--- config.mk ---
export PLATFORM = sky130hd
export DESIGN_NAME = mdio_receiver
export DESIGN_NICKNAME = d
export VERILOG_FILES = /design/src/rtl/mdio_receiver.sv
export SDC_FILE = /design/constraint.sdc
export NUM_CORES = 1
export LEC_CHECK = 0
export CELL_PAD_IN_SITES_DETAIL_PLACEMENT = 0
export CELL_PAD_IN_SITES_GLOBAL_PLACEMENT = 2
export CORE_UTILIZATION = 41
export CTS_BUF_LIST = sky130_fd_sc_hd__clkbuf_4 sky130_fd_sc_hd__clkbuf_8 sky130_fd_sc_hd__clkbuf_16
export CTS_CLUSTER_DIAMETER = 100
export DETAILED_ROUTE_END_ITERATION = 8
export PLACE_DENSITY = 0.95
export SLEW_MARGIN = 15
export SYNTH_ARGS = -nofsm -noshare
export SYNTH_HDL_FRONTEND = slang
export SYNTH_SLANG_ARGS = --single-unit
--- constraint.sdc ---
create_clock -name clk -period 3.6 [get_ports clk]
set_input_delay 0.54 -clock clk [delete_from_list [all_inputs] [get_ports clk]]
set_output_delay 0.54 -clock clk [all_outputs]
set_load 0.02 [all_outputs]
--- src/rtl/mdio_receiver.sv ---
// MDIO clause-22 slave: decodes frames clocked by mdc, issues register-file
// writes, and serialises register read data back onto mdio_in.
module mdio_receiver #(
  parameter logic [4:0] PHY_ADDR = 5'd0
) (
  input  logic        clk,
  input  logic        reset,
  input  logic        mdc,
  input  logic        mdio_oe,
  input  logic        mdio_out,
  input  logic [15:0] reg_rdata,
  output logic        mdio_in,
  output logic [4:0]  reg_addr,
  output logic [15:0] reg_wdata,
  output logic        reg_we,
  output logic        rd_done,
  output logic        frame_err,
  output logic        busy
);

  typedef enum logic [2:0] {
    IDLE,
    HEADER,
    WR,
    RD_TA,
    RD_DATA,
    DRAIN
  } state_t;

  state_t      state, state_next;
  logic        mdc_q;
  logic        rise;
  logic [5:0]  cnt, cnt_next;
  logic [13:0] hdr, hdr_next;
  logic [17:0] wr_sh, wr_sh_next;
  logic [14:0] rd_sh, rd_sh_next;
  logic        mdio_in_next;
  logic [4:0]  reg_addr_next;
  logic [15:0] reg_wdata_next;
  logic        reg_we_next;
  logic        rd_done_next;
  logic        frame_err_next;

  // rise marks the single clk cycle in which an mdc rising edge is acted on
  assign rise = mdc & ~mdc_q;
  assign busy = (state != IDLE);

  // Register the mdc history, FSM state, datapath and the one-clk strobes
  always_ff @(posedge clk or negedge reset) begin
    if (!reset) begin
      mdc_q     <= 1'b0;
      state     <= IDLE;
      cnt       <= 6'd0;
      hdr       <= 14'd0;
      wr_sh     <= 18'd0;
      rd_sh     <= 15'd0;
      mdio_in   <= 1'b0;
      reg_addr  <= 5'd0;
      reg_wdata <= 16'd0;
      reg_we    <= 1'b0;
      rd_done   <= 1'b0;
      frame_err <= 1'b0;
    end else begin
      mdc_q     <= mdc;
      state     <= state_next;
      cnt       <= cnt_next;
      hdr       <= hdr_next;
      wr_sh     <= wr_sh_next;
      rd_sh     <= rd_sh_next;
      mdio_in   <= mdio_in_next;
      reg_addr  <= reg_addr_next;
      reg_wdata <= reg_wdata_next;
      reg_we    <= reg_we_next;
      rd_done   <= rd_done_next;
      frame_err <= frame_err_next;
    end
  end

  // Frame decoding: cnt holds the number of the previous rise, so cnt==13
  // means this rise is rise 14 and cnt==31 means this rise is rise 32
  always_comb begin
    state_next     = state;
    cnt_next       = cnt;
    hdr_next       = hdr;
    wr_sh_next     = wr_sh;
    rd_sh_next     = rd_sh;
    mdio_in_next   = mdio_in;
    reg_addr_next  = reg_addr;
    reg_wdata_next = reg_wdata;
    reg_we_next    = 1'b0;
    rd_done_next   = 1'b0;
    frame_err_next = 1'b0;
    if (rise) begin
      cnt_next = cnt + 6'd1;
      case (state)
        IDLE: begin
          cnt_next = cnt;
          if (mdio_oe && !mdio_out) begin
            state_next = HEADER;
            cnt_next   = 6'd1;
            hdr_next   = {hdr[12:0], 1'b0};
          end
        end
        HEADER: begin
          hdr_next = {hdr[12:0], mdio_out};
          if (!mdio_oe) begin
            frame_err_next = 1'b1;
            state_next     = IDLE;
            cnt_next       = 6'd0;
          end else if (cnt == 6'd13) begin
            if (hdr_next[13:12] != 2'b01 ||
                (hdr_next[11:10] != 2'b01 && hdr_next[11:10] != 2'b10)) begin
              frame_err_next = 1'b1;
              state_next     = DRAIN;
            end else if (hdr_next[9:5] != PHY_ADDR) begin
              state_next = DRAIN;
            end else begin
              reg_addr_next = hdr_next[4:0];
              state_next    = (hdr_next[11:10] == 2'b01) ? WR : RD_TA;
            end
          end
        end
        WR: begin
          wr_sh_next = {wr_sh[16:0], mdio_out};
          if (cnt == 6'd31) begin
            state_next = IDLE;
            cnt_next   = 6'd0;
            if (wr_sh_next[17:16] == 2'b10) begin
              reg_wdata_next = wr_sh_next[15:0];
              reg_we_next    = 1'b1;
            end else begin
              frame_err_next = 1'b1;
            end
          end
        end
        RD_TA: begin
          if (cnt == 6'd14) begin
            mdio_in_next = 1'b0;
          end else begin
            rd_sh_next   = reg_rdata[14:0];
            mdio_in_next = reg_rdata[15];
            state_next   = RD_DATA;
          end
        end
        RD_DATA: begin
          if (cnt == 6'd31) begin
            mdio_in_next = 1'b0;
            rd_done_next = 1'b1;
            state_next   = IDLE;
            cnt_next     = 6'd0;
          end else begin
            mdio_in_next = rd_sh[14];
            rd_sh_next   = {rd_sh[13:0], 1'b0};
          end
        end
        DRAIN: begin
          if (cnt == 6'd31) begin
            state_next = IDLE;
            cnt_next   = 6'd0;
          end
        end
        default: begin
          state_next = IDLE;
          cnt_next   = 6'd0;
        end
      endcase
    end
  end

endmodule

==> reports/qor.yml, run 1 <==
floorplanning:
  num_rows: 33
  die-area_mm2: 0.00921
  io_pins: 47
  start_util_pct: 43.2
  die_y_um: 96.0
  core_area_mm2: 0.00838
  die_x_um: 96.0
timing:
  setup_viol: 0
  setup_tns_ns: 0
  tightestPinTransition_ns: 0.995
  holdWs_ns: 0.338
  post-route-min-period_ns: 2.51
  slew_headroom_pct: 33.7
  final_hold_viol_count: 0
  post-route-period-util_pct: 69.6
  skew_ns: 0.00849
  timing.final.max_slew_violations: 0
  rsz0062_at_grt: "false"
  fmax_ghz: 0.399
yosys:
  synth_area_leaders: "dfrtp_1 (55%), mux2_2 (24%), nand2_1 (1.9%), ha_1 (1.4%), o21ai_0 (1.4%)"
  yosys_warnings: 0
  ys_types: 50
  ys_seq_elements: 80
  synth_ff_type: "dfrtp_1"
  synthCells: 273
  synth_seq_area_share_pct: 55.3
  yosys.area.top_type: "dfrtp_1"
  syn_avg_cell_area_um2: 13.3
  synth_area_mm2: 0.00362
  syn_nets: 298
  synth_top_cell_area_share_pct: 55.3
  netlist_top_cells_count: "dfrtp_1 (80), mux2_2 (78), nand2_1 (18)"
  synth-edff-count: 0
  synth.most_common_cell: "dfrtp_1"
  synthArstFlopShare_pct: 100
grt:
  grt_max_degree: 81
  overflow: 0
  grt_pass1_wl_um: 11600
  grt_pass1_vias: 2386
  grt_antenna_before_repair: 0
  track_usage_pct: 16.9
cts:
  h-tree-depth: 3
  cts_tree: "yes"
  clkSlewWorstSetupHoldPaths_ns: 0.08
  post_cts_resized: 0
  cts_setup_buffers: 0
  cts.path.max_buffers: 2
  cts_root_buf: "clkbuf_8"
  clock_latency_ns: 0.36
  cts_buffers: 9
  cts_num_sinks: 80
  cts-hold-fix-buffers: 0
worst_setup_path:
  cp-end-kind: "primary output"
  start_kind: "flip-flop"
  path_cells: "nor3_1 > inv_1 > clkdlybuf4s50_1"
  slowest_delay_ns: 0.57
  path_buf_inv: 2
  cp.required_ns: 3.06
  path_class: "flip-flop to primary output"
  critical-path-slowest-cell: "clkdlybuf4s50_1"
  worstPathArrival_ns: 1.97
  path_max_fanout: 11
  cpLargestDelayFamily: "buffers and inverters"
layout:
  area_delta_synth_final_pct: 22.2
  ff_latch_area_mm2: 0.00200
  fin_area_mm2: 0.00442
  drive_above_1_share_pct: 33.2
  final_cells: 436
  n_antenna_cell: 0
  nFillCells: 725
  multiInputGateArea_mm2: 0.00154
  num-nets-final: 351
drt:
  highest_layer: "met4"
  initialDrtViolationCount: 136
  routed_wl_um: 6760
  remaining_drc_errors: 0
  firstDrtPassIters: 4
  dr_wl_met2_um: 3080
  viasPerCell: 5.31
  vias: 2315
  wl_met3_um: 294
  wire_per_inst_um: 15.5
  ant_nets: 0
  met1Wirelength_um: 3300
place:
  place_area_mm2: 0.00420
  hpwl_um: 4460
  placed_cells: 420
  portBuffers: 46
  globalplace.congestion: 0.778
power:
  clock_power_share_pct: 31.4
  swShare_pct: 27.8
  seqPwrFrac_pct: 47.1
  p_int_mw: 1.72
  pwr-share-comb_pct: 21.4
  cellPowerDensity_mw_per_mm2: 539
  vdd_drop_max_uv: 214
  power_leakage_nw: 2.00
  switching_power_uw: 662
worst_hold_path:
  hold_class: "input port to asynchronous set/reset pin"
outcome:
  status: "complete, no violations"
run:
  cap_violations: 0
==> cell type report <==
cell class | instances | area share, %
flip-flops and latches | 80 | 45.3
multi-input cells | 176 | 34.7
repair buffers | 51 | 11.2
clock buffers | 10 | 3.11
well taps | 105 | 2.97
clock inverters | 6 | 2.04
inverters | 8 | 0.679
==> power by group through the flow <==
stage	registers (mW)	clock network, mW	logic (mW)
4_1_cts	1.12	0.774	0.518
2_1_floorplan	1.11	0	0.407
3_3_place_gp	1.14	0	0.503
3_5_place_dp	1.14	0	0.513
5_1_grt	1.15	0.811	0.573
6_report	1.12	0.749	0.510
==> placed cells by master (no fill, tap or decap), drive strengths merged, types with 3 or more instances in the layout <==
cell | synthesis | layout
nand2b | 3 | 3
nand2 | 18 | 18
nand3 | 7 | 7
ha | 4 | 4
clkdlybuf4s50 | 0 | 45
o21ai | 11 | 11
buf | 7 | 6
dfrtp | 80 | 80
nor2b | 5 | 5
o311ai | 4 | 4
nor3 | 4 | 4
a21oi | 5 | 5
clkbuf | 2 | 10
inv | 8 | 9
nor2 | 3 | 3
mux2 | 78 | 78
==> sequential cells by signal, indices dropped and copies added (netlist names) <==
name,cells
reg_we,1
wr_sh,17
rd_sh,15
rd_done,1
state,3
mdc_q,1
cnt,6
reg_addr,5
frame_err,1
mdio_in,1
reg_wdata,16
hdr,13
==> final timing paths <==
check                                to  startpoint  cells past startpoint  slack (ns)
max                                busy    state[1]                      3        1.09
min reg2reg                   rd_sh[12]   rd_sh[12]                      1        0.51
max reg2reg                 reg_addr[3]      hdr[9]                      5        1.17
min in group clk              rd_sh[12]   rd_sh[12]                      1        0.51
max in group asynchronous        hdr[0]       reset                      1        2.62
min                        reg_wdata[6]       reset                      1        0.34
==> stage by stage <==
| step | utilization [%] | total power [mW] | worst slack [ns] |
|---|---|---|---|
| after detailed placement | 50.1 | 1.65 | 0.995 |
| final | 52.8 | 2.38 | 1.09 |
| after floorplan | - | 1.51 | 1.34 |
| after global placement | 50.1 | 1.64 | 1.10 |
| after CTS | 52.8 | 2.42 | 1.10 |
| after global routing | 52.8 | 2.53 | 0.937 |
==> kinds of logic (layout without fill, tap and decap cells) <==
logic type | count (synthesis) | in the layout | synth area share (%)
adders and majority gates | 4 | 4 | 1.38
muxes | 78 | 78 | 24.3
AOI/OAI and AO/OA | 38 | 38 | 7.50
buffers and inverters | 17 | 75 | 2.38
and+or+nand+nor | 56 | 56 | 9.16
DFF | 80 | 80 | 55.3
==> per-layer routing <==
| metal | vias to the layer above | global-route usage [%] |
|---|---|---|
| li1 | 1103 | - |
| met1 | 1161 | 22.3 |
| met2 | 41 | 26.0 |
| met3 | 10 | 5.77 |
| met4 | 0 | 5.97 |
| met5 | - | 0 |
(Power assumes the default switching activity.)
==> run 2, diff against run 1 <==
--- a/config.mk
+++ b/config.mk
@@ -7,11 +7,11 @@
 export LEC_CHECK = 0
 export CELL_PAD_IN_SITES_DETAIL_PLACEMENT = 0
 export CELL_PAD_IN_SITES_GLOBAL_PLACEMENT = 2
-export CORE_UTILIZATION = 41
+export CORE_UTILIZATION = 38
 export CTS_BUF_LIST = sky130_fd_sc_hd__clkbuf_4 sky130_fd_sc_hd__clkbuf_8 sky130_fd_sc_hd__clkbuf_16
 export CTS_CLUSTER_DIAMETER = 100
 export DETAILED_ROUTE_END_ITERATION = 8
-export PLACE_DENSITY = 0.95
+export PLACE_DENSITY = 0.89
 export SLEW_MARGIN = 15
 export SYNTH_ARGS = -nofsm -noshare
 export SYNTH_HDL_FRONTEND = slang
==> constraint.sdc (replaced) <==
create_clock -name clk -period 2.5 [get_ports clk]
set_input_delay 0.375 -clock clk [delete_from_list [all_inputs] [get_ports clk]]
set_output_delay 0.375 -clock clk [all_outputs]
set_load 0.02 [all_outputs]
==> reports/qor.yml, run 2 (synthesized netlist as in run 1, its figures left out) <==
outcome:
  status: "complete, no violations"
floorplanning:
  io_pins: 47
  num_rows: 35
  core_area_mm2: 0.00924
  start_util_pct: 39.2
  die-area_mm2: 0.00992
  die_x_um: 99.6
  die_y_um: 99.6
worst_setup_path:
  path_class: "flip-flop to flip-flop"
  reg2reg_to: "reg_addr[0]"
  reg2reg_slack_ns: 0.18
  endpoint: "reg_addr[0]"
  worstPathArrival_ns: 2.54
  cp-end-kind: "flip-flop"
  r2r_start: "hdr[9]"
  start_kind: "flip-flop"
  crit_start: "hdr[9]"
  cp.required_ns: 2.72
  path_max_fanout: 5
  reg2reg_depth: 5
cts:
  cts_root_buf: "clkbuf_8"
  cts_tree: "yes"
  clkSlewWorstSetupHoldPaths_ns: 0.08
  cts_num_sinks: 80
  clock_latency_ns: 0.34
  cts.path.max_buffers: 2
  h-tree-depth: 3
  cts_buffers: 9
  cts_setup_buffers: 0
grt:
  grt_pass1_vias: 2393
  grt_max_degree: 46
  overflow: 0
  grt_antenna_before_repair: 0
  grt_pass1_wl_um: 11600
  track_usage_pct: 15.0
layout:
  area_delta_synth_final_pct: 23.2
  nFillCells: 839
  layout_commonest_cell: "dfrtp_1"
  largest_reg_flops: 17
  top_regs: "wr_sh (17), reg_wdata (16), rd_sh (15)"
  final_cells: 464
  top_register: "wr_sh"
  drive_above_1_share_pct: 33.7
  final_cell_mix: "dfrtp_1 (80), mux2_2 (78), clkdlybuf4s50_1 (45)"
  n_antenna_cell: 0
  num-nets-final: 355
timing:
  rsz0062_at_grt: "false"
  setup_tns_ns: 0
  final_hold_viol_count: 0
  tightestPinTransition_ns: 0.514
  post-route-period-util_pct: 92.7
  skew_ns: 0.00664
  setup_viol: 0
  post-route-min-period_ns: 2.32
  slew_headroom_pct: 65.5
  fmax_ghz: 0.432
  timing.final.max_slew_violations: 0
worst_hold_path:
  hold_class: "flip-flop to flip-flop"
place:
  placed_cells: 447
  globalplace.congestion: 0.765
  portBuffers: 46
  hpwl_um: 4560
drt:
  initialDrtViolationCount: 82
  remaining_drc_errors: 0
  wire_per_inst_um: 14.4
  viasPerCell: 5.00
  firstDrtPassIters: 4
  ant_nets: 0
  routed_wl_um: 6680
  vias: 2321
power:
  vdd_drop_max_uv: 358
  power_leakage_nw: 2.00
  cellPowerDensity_mw_per_mm2: 729
run:
  cap_violations: 0
[run 2: cell types whose count changed in the layout (fill, tap and decap cells not counted), sizes merged]
cell,delta
bufinv,-2
clkinvlp,+1
clkbuf,+2
inv,-1
buf,+3
dlygate4sd3,+1
[run 2: worst max-delay path: stages, from the launching register on]
cell,delay (ns)
dfrtp_1,0.40
ha_1,0.29
or3b_1,0.41
or3_1,0.42
nor4_4,0.31
mux2_2,0.38
[run 2: worst min-delay path by stage]
stage,startpoint,endpoint,slack (ns),cells after the start
after global placement,reset,reg_wdata[4],0.37,1
after CTS,rd_sh[13],rd_sh[13],0.51,1
after global routing,mdc,mdc_q,0.51,1
final,rd_sh[13],rd_sh[13],0.51,1
after floorplan,reset,cnt[0],0.08,0
after detailed placement,reset,reg_wdata[4],0.37,1
[run 2: final cells by class]
type	instances	area (µm²)	area share, %
flip-flops and latches	80	2000	44.9
multi-input cells	176	1540	34.5
repair buffers	55	541	12.1
well taps	129	161	3.62
clock buffers	12	159	3.56
inverters	8	30.0	0.674
clock inverters	4	28.8	0.646
[run 2: timing repair]
item                                    in CTS  in global routing
gates resized for setup                      0                  0
hold endpoints to repair                    23                  0
endpoints found under the setup margin       0                  3
hold buffers                                 1                  0
[run 2: where the power goes]
| part | switching [mW] | internal (mW) | total, mW |
|---|---|---|---|
| clock | 0.464 | 0.427 | 0.891 |
| sequential | 0.145 | 1.47 | 1.62 |
| combinational | 0.323 | 0.422 | 0.745 |
| total | 0.931 | 2.32 | 3.25 |
[run 2: through the flow]
step	utilization [%]	instance area (µm²)	hold WS [ns]	setup slack, ns	power [mW]
floorplan	-	3620	0.0794	0.243	2.18
global route	48.2	4460	0.512	0.0325	3.46
detailed placement	46.1	4260	0.374	0.0987	2.39
finish	48.2	4460	0.507	0.183	3.25
CTS	48.2	4460	0.510	0.0804	3.28
global placement	46.1	4260	0.367	0.155	2.37
[run 2: per-layer routing]
metal  global-route usage (%)  up-vias  wire length (µm)
li1                         -     1109                 -
met1                     19.8     1171              3170
met2                     23.0       37              3070
met3                     5.20        4               392
met4                     5.09        0                49
met5                        0        -                 0
==> run 3, diff against run 2 <==
--- a/config.mk
+++ b/config.mk
@@ -16,3 +16,4 @@
 export SYNTH_ARGS = -nofsm -noshare
 export SYNTH_HDL_FRONTEND = slang
 export SYNTH_SLANG_ARGS = --single-unit
+export TNS_END_PERCENT = 5
==> results of run 3 <==
Same layout as run 2: the final DEF is identical, and so are final timing and power.
